File: src/rtl/vending_machine_param.sv
// Card-operated vending controller: two-digit BCD selection, bank approval,
// door handshake, and per-slot stock counters.
//
// state      | meaning
// -----------+-----------------------------------------------------------
// IDLE       | waiting for a card or a restock request
// RELOADING  | stock counters just reloaded, return to IDLE next cycle
// WAIT_KEY1  | waiting for release of the tens-digit key
// WAIT_KEY2  | waiting for release of the units-digit key
// CHECK      | validate digits, code range and slot stock
// WAIT_TRAN  | price shown, waiting for bank approval
// WAIT_OPEN  | dispensing enabled, waiting for the customer to open door
// WAIT_CLOSE | door open, waiting for it to close (no timeout)
// INVALID    | one-cycle bad-selection indication
// FAILED     | one-cycle failed-transaction indication
module vending_machine_param #(
    parameter int NUM_ITEMS  = 20,
    parameter int ITEM_DEPTH = 10,
    parameter int TIMEOUT    = 5,
    parameter int COST_STEP  = 4,
    parameter int COST_W     = 3
) (
    input  logic              CLK,
    input  logic              RESET_N,
    input  logic              CARD_IN,
    input  logic              VALID_TRAN,
    input  logic              KEY_PRESS,
    input  logic              DOOR_OPEN,
    input  logic              RELOAD,
    input  logic [3:0]        ITEM_CODE,
    output logic              VEND,
    output logic              INVALID_SEL,
    output logic              FAILED_TRAN,
    output logic [COST_W-1:0] COST
);

    localparam int STOCK_W  = (ITEM_DEPTH < 1) ? 1 : $clog2(ITEM_DEPTH + 1);
    localparam int CNT_W    = (TIMEOUT < 1) ? 1 : $clog2(TIMEOUT + 1);
    localparam int COST_MAX = (1 << COST_W) - 1;
    localparam logic [7:0] NUM_CODE = 8'(NUM_ITEMS);

    localparam logic [3:0] S_IDLE       = 4'd0;
    localparam logic [3:0] S_RELOADING  = 4'd1;
    localparam logic [3:0] S_WAIT_KEY1  = 4'd2;
    localparam logic [3:0] S_WAIT_KEY2  = 4'd3;
    localparam logic [3:0] S_CHECK      = 4'd4;
    localparam logic [3:0] S_WAIT_TRAN  = 4'd5;
    localparam logic [3:0] S_WAIT_OPEN  = 4'd6;
    localparam logic [3:0] S_WAIT_CLOSE = 4'd7;
    localparam logic [3:0] S_INVALID    = 4'd8;
    localparam logic [3:0] S_FAILED     = 4'd9;

    logic [3:0]         state, state_nxt;
    logic [CNT_W-1:0]   wait_cnt;
    logic               wait_hit;
    logic               key_prev, key_rel;
    logic [3:0]         tens, units;
    logic [7:0]         code_full;
    logic               sel_ok;
    logic [STOCK_W-1:0] sel_stock;
    logic [STOCK_W-1:0] stock [NUM_ITEMS];
    logic               reload_en, dec_en;
    logic               priced;
    int                 price_i;
    logic [COST_W-1:0]  price;

    assign wait_hit  = (wait_cnt == CNT_W'(TIMEOUT));
    assign key_rel   = key_prev & ~KEY_PRESS;
    assign code_full = 8'(tens) * 8'd10 + 8'(units);
    assign reload_en = (state == S_IDLE) && RELOAD;
    assign dec_en    = (state == S_WAIT_CLOSE) && !DOOR_OPEN;

    // stock of the slot addressed by the captured digits (0 if out of range)
    always_comb begin
        sel_stock = '0;
        for (int i = 0; i < NUM_ITEMS; i++) begin
            if (code_full == 8'(i)) sel_stock = stock[i];
        end
    end

    // selection is good only for BCD digits, an existing slot, and stock left
    always_comb begin
        sel_ok = (tens <= 4'd9) && (units <= 4'd9) &&
                 (code_full < NUM_CODE) && (sel_stock != '0);
    end

    // price band of the selected code, saturating at the COST field maximum
    always_comb begin
        price_i = int'(code_full) / COST_STEP + 1;
        price   = (price_i > COST_MAX) ? COST_W'(COST_MAX) : COST_W'(price_i);
    end

    // next-state decision; card removal beats any event while a card matters
    always_comb begin
        state_nxt = state;
        case (state)
            S_IDLE: begin
                if (RELOAD)       state_nxt = S_RELOADING;
                else if (CARD_IN) state_nxt = S_WAIT_KEY1;
            end
            S_RELOADING: state_nxt = S_IDLE;
            S_WAIT_KEY1: begin
                if (!CARD_IN)     state_nxt = S_IDLE;
                else if (key_rel) state_nxt = S_WAIT_KEY2;
                else if (wait_hit) state_nxt = S_FAILED;
            end
            S_WAIT_KEY2: begin
                if (!CARD_IN)     state_nxt = S_IDLE;
                else if (key_rel) state_nxt = S_CHECK;
                else if (wait_hit) state_nxt = S_FAILED;
            end
            S_CHECK: state_nxt = sel_ok ? S_WAIT_TRAN : S_INVALID;
            S_WAIT_TRAN: begin
                if (!CARD_IN)        state_nxt = S_IDLE;
                else if (VALID_TRAN) state_nxt = S_WAIT_OPEN;
                else if (wait_hit)   state_nxt = S_FAILED;
            end
            S_WAIT_OPEN: begin
                if (DOOR_OPEN)     state_nxt = S_WAIT_CLOSE;
                else if (wait_hit) state_nxt = S_IDLE;
            end
            S_WAIT_CLOSE: begin
                if (!DOOR_OPEN) state_nxt = S_IDLE;
            end
            S_INVALID: state_nxt = S_IDLE;
            S_FAILED:  state_nxt = S_IDLE;
            default:   state_nxt = S_IDLE;
        endcase
    end

    // state register
    always_ff @(posedge CLK or negedge RESET_N) begin
        if (!RESET_N) state <= S_IDLE;
        else          state <= state_nxt;
    end

    // wait counter restarts on every state change, so each wait state sees a fresh count
    always_ff @(posedge CLK or negedge RESET_N) begin
        if (!RESET_N)                wait_cnt <= '0;
        else if (state_nxt != state) wait_cnt <= '0;
        else if (!wait_hit)          wait_cnt <= wait_cnt + 1'b1;
    end

    // previous key level for release-edge detection
    always_ff @(posedge CLK or negedge RESET_N) begin
        if (!RESET_N) key_prev <= 1'b0;
        else          key_prev <= KEY_PRESS;
    end

    // digit capture on the key release that advances the selection
    always_ff @(posedge CLK or negedge RESET_N) begin
        if (!RESET_N) begin
            tens  <= '0;
            units <= '0;
        end else begin
            if (state == S_WAIT_KEY1 && state_nxt == S_WAIT_KEY2) tens  <= ITEM_CODE;
            if (state == S_WAIT_KEY2 && state_nxt == S_CHECK)     units <= ITEM_CODE;
        end
    end

    // stock counters: full reload from IDLE, single decrement on door close
    always_ff @(posedge CLK or negedge RESET_N) begin
        if (!RESET_N) begin
            for (int i = 0; i < NUM_ITEMS; i++) stock[i] <= '0;
        end else if (reload_en) begin
            for (int i = 0; i < NUM_ITEMS; i++) stock[i] <= STOCK_W'(ITEM_DEPTH);
        end else if (dec_en) begin
            for (int i = 0; i < NUM_ITEMS; i++) begin
                if (code_full == 8'(i) && stock[i] != '0) stock[i] <= stock[i] - 1'b1;
            end
        end
    end

    // priced: the selection passed CHECK and the machine has not yet returned to IDLE
    always_ff @(posedge CLK or negedge RESET_N) begin
        if (!RESET_N) priced <= 1'b0;
        else priced <= (state_nxt == S_WAIT_TRAN) || (state_nxt == S_WAIT_OPEN) ||
                       (state_nxt == S_WAIT_CLOSE) ||
                       (state_nxt == S_FAILED && state == S_WAIT_TRAN);
    end

    // registered outputs, one cycle behind the state they reflect
    always_ff @(posedge CLK or negedge RESET_N) begin
        if (!RESET_N) begin
            VEND        <= 1'b0;
            INVALID_SEL <= 1'b0;
            FAILED_TRAN <= 1'b0;
            COST        <= '0;
        end else begin
            VEND        <= (state == S_WAIT_OPEN) || (state == S_WAIT_CLOSE);
            INVALID_SEL <= (state == S_INVALID);
            FAILED_TRAN <= (state == S_FAILED);
            COST        <= priced ? price : '0;
        end
    end

endmodule

File: config.mk
export PLATFORM = sky130hd
export DESIGN_NAME = vending_machine_param
export DESIGN_NICKNAME = d
export VERILOG_FILES = /design/src/rtl/vending_machine_param.sv
export SDC_FILE = /design/constraint.sdc
export NUM_CORES = 1
export LEC_CHECK = 0
export CAP_MARGIN = 15
export CORE_MARGIN = 4
export CORE_UTILIZATION = 63
export CTS_BUF_LIST = sky130_fd_sc_hd__clkbuf_16
export CTS_CLUSTER_DIAMETER = 150
export DETAILED_ROUTE_END_ITERATION = 10
export HOLD_SLACK_MARGIN = 0.1
export PLACE_DENSITY_LB_ADDON = 0.05
export RECOVER_POWER = 25
export REMOVE_ABC_BUFFERS = 1
export SLEW_MARGIN = 20
export SYNTH_ARGS = -nofsm -noshare
export SYNTH_HDL_FRONTEND = slang
export SYNTH_SLANG_ARGS = --single-unit
File: constraint.sdc
create_clock -name CLK -period 4.85 [get_ports CLK]
set_clock_uncertainty 0.1 [all_clocks]
set_input_delay 1.2125 -clock CLK [delete_from_list [all_inputs] [get_ports CLK]]
set_output_delay 1.2125 -clock CLK [all_outputs]
set_load 0.02 [all_outputs]
==> flow_summary.ini <==
[run_status]
status = complete, but fails checks
violations = max-capacitance violations, max-slew violations

[clock_tree]
cts_setup_buffers = 0
root_buffer = clkbuf_16
clockBufferDepth = 2
insertion_delay_ns = 0.36
hold_buffers = 0
cts.clk_slew.worst_paths_ns = 0.07
cts_buffers = 9
cts_sinks = 103
ctsResizeCount = 0
cts_tree = done
h-tree-depth = 3

[critical_path]
cp_max_fo = 15
cp-start-kind = flop
end_kind = flop
cp.required_ns = 5.00
cp.arrival_ns = 4.17
worstSetupPathType = reg2reg

[detailed_routing]
antenna_left = 0
drt-wirelength-per-cell_um = 17.30
drtIter0Drc = 497
drc = 0
wl_um = 15240
dr.pass1.iters = 5
num_vias = 5388
via_per_inst = 6.116

[synth]
synthAdderAreaFrac_pct = 6.856
syn_inst = 736
synth-simple-area-share_pct = 21.80
synth_compound_area_share_pct = 14.58
syn_avg_cell_area_sq_um = 8.976
yosys.area_share.xor_xnor_pct = 9.299
synth-edff-count = 0
synth_cell_types = 72
yosysWarnings = 0
synth_area_sq_um = 6606
synth_top_family_by_area = simple AND/OR/NAND/NOR gates
ys_seq_area_share_pct = 39.02
ys.flop_type = dfrtp_1
synthArstFlopShare_pct = 100.0
muxShareOfSynthArea_pct = 2.595
ys_seq_elements = 103

[job]
drv_cap = 1

[finish]
drive_above_1_share_pct = 7.383
insertedDiodeCount = 0
layout.nets = 786
layout_commonest_cell = dfrtp_1
seq_area_sq_um = 2577
nFillCells = 820
area_delta_synth_final_pct = 7.860
multi_input_area_sq_um = 3637
final_cell_mix = 103 x dfrtp_1, 82 x nor2_1, 80 x nand2_1

[place]
port_buffers = 16
hpwl_um = 10440
gp_congestion = 0.9444

[floorplan]
die_x_um = 110.4
die_h_um = 110.4
core_sq_um = 10280
num_io_pins = 17
rows = 37
dieArea_sq_um = 12190
start_util_pct = 64.28

[power]
p_total_mw = 4.011
p_leak_nw = 3.082
vdd_drop_max_v = 0.0004960
power.density_nw_per_um2 = 562.9

[sta]
layout_min_cycle_time_ns = 4.024
rsz0062_at_grt = false
worst_pin_slew_ns = 2.367
timing.fmax_ghz = 0.2485
finalHoldViolCount = 0
timing.slew.headroom_pct = -57.78
setup_tns_ns = 0
finalCritPeriodShare_pct = 82.97
setup_viol = 0
drv_slew = 45

[global_route]
grt_max_degree = 45
grt_first_pass_wirelength_um = 26020
grtUsageTotal_pct = 25.91
grt_pass1_vias = 5420
antenna_found_initial = 0
grt-ovfl-total = 0

[min_path]
worstHoldPathType = reg2reg
-- power by group --
group / switching (mW) / internal, mW
Clock: 0.343 / 0.406
Combinational: 1.51 / 0.788
Sequential: 0.0637 / 0.901
-- cell type report --
type                            instances  share of cell area [%]
Timing Repair Buffer                   23                   2.862
Tap cell                              136                   2.388
Sequential cell                       103                   36.17
Multi-Input combinational cell        542                   51.04
Clock inverter                          7                   1.159
Inverter                               61                   3.213
Clock buffer                            9                   3.161
-- per-stage QoR --
step,setup WS (ns),hold WS [ns],instances,utilization [%],area [sq um]
3_5_place_dp,0.9100,0.4034,865,66.45,6829
6_report,0.8261,0.4316,881,69.33,7126
4_1_cts,0.8425,0.4301,881,69.44,7137
3_3_place_gp,1.063,0.3991,865,66.45,6829
2_1_floorplan,1.333,0.3789,706,-,6449
5_1_grt,0.5572,0.4530,881,69.33,7126
-- final timing paths --
kind | slack (ns) | cells after the start | to | startpoint
max in group asynchronous | 1.39 | 2 | stock[30] | RESET_N
setup / recovery | 0.83 | 13 | state[2] | tens[0]
min in group asynchronous | 1.47 | 1 | tens[2] | RESET_N
setup reg to reg | 0.83 | 13 | state[2] | tens[0]
hold / removal | 0.43 | 2 | stock[15] | stock[15]
hold reg to reg | 0.43 | 2 | stock[15] | stock[15]
-- worst max-delay path, cell delays in order, from the launching register on --
cell and delay [ns]:
dfrtp_1 0.39, ha_1 0.23, inv_1 0.07, fa_1 0.43, xor2_1 0.42, inv_1 0.13, ha_1 0.41, nor2b_1 0.24
o21ai_0 0.19, a211oi_1 0.09, or4_1 0.52, nor4_1 0.43, or3_1 0.21, nand2_1 0.06
-- layer usage --
metal / track usage, % / part of all wire, % / wire length (um)
met2: 42.48 / 49 / 7397
met1: 32.57 / 44 / 6687
met4: 10.92 / 2.3 / 354
met5: 0 / 0 / 0
met3: 6.630 / 5.2 / 800
-- Yosys cell counts, types with 9 or more instances --
master | number | area share [%]
nor2_1 | 82 | 4.7
o211ai_1 | 15 | 1.7
nand2b_1 | 9 | 0.85
xnor2_1 | 29 | 3.8
buf_2 | 9 | 0.68
nand2_1 | 80 | 4.5
a21oi_1 | 34 | 2.6
xor2_1 | 38 | 5.0
o21ai_0 | 26 | 2.0
dfrtp_1 | 103 | 39
and3_1 | 10 | 0.95
nand3_1 | 37 | 2.8
inv_1 | 60 | 3.4
nor3_1 | 23 | 1.7
ha_1 | 33 | 6.3
clkbuf_1 | 15 | 0.85
-- cells by family (layout without fill, tap and decap cells) --
logic type,after synthesis,in the layout
multiplexers,15,15
XOR/XNOR,68,68
adder cells (fa/ha/maj),35,35
AND/OR/NAND/NOR,293,293
flip-flops,103,103
buffers and inverters,91,100
AO/OA/AOI/OAI,131,131
-- sequential cells by signal, summed over array words and instances (netlist names) --
| name | count |
|---|---|
| units | 4 |
| tens | 4 |
| priced | 1 |
| wait_cnt | 3 |
| stock | 80 |
| state | 4 |
| COST | 3 |
| FAILED_TRAN | 1 |
| VEND | 1 |
| key_prev | 1 |
| INVALID_SEL | 1 |
Power figures use the tool's default switching activity.
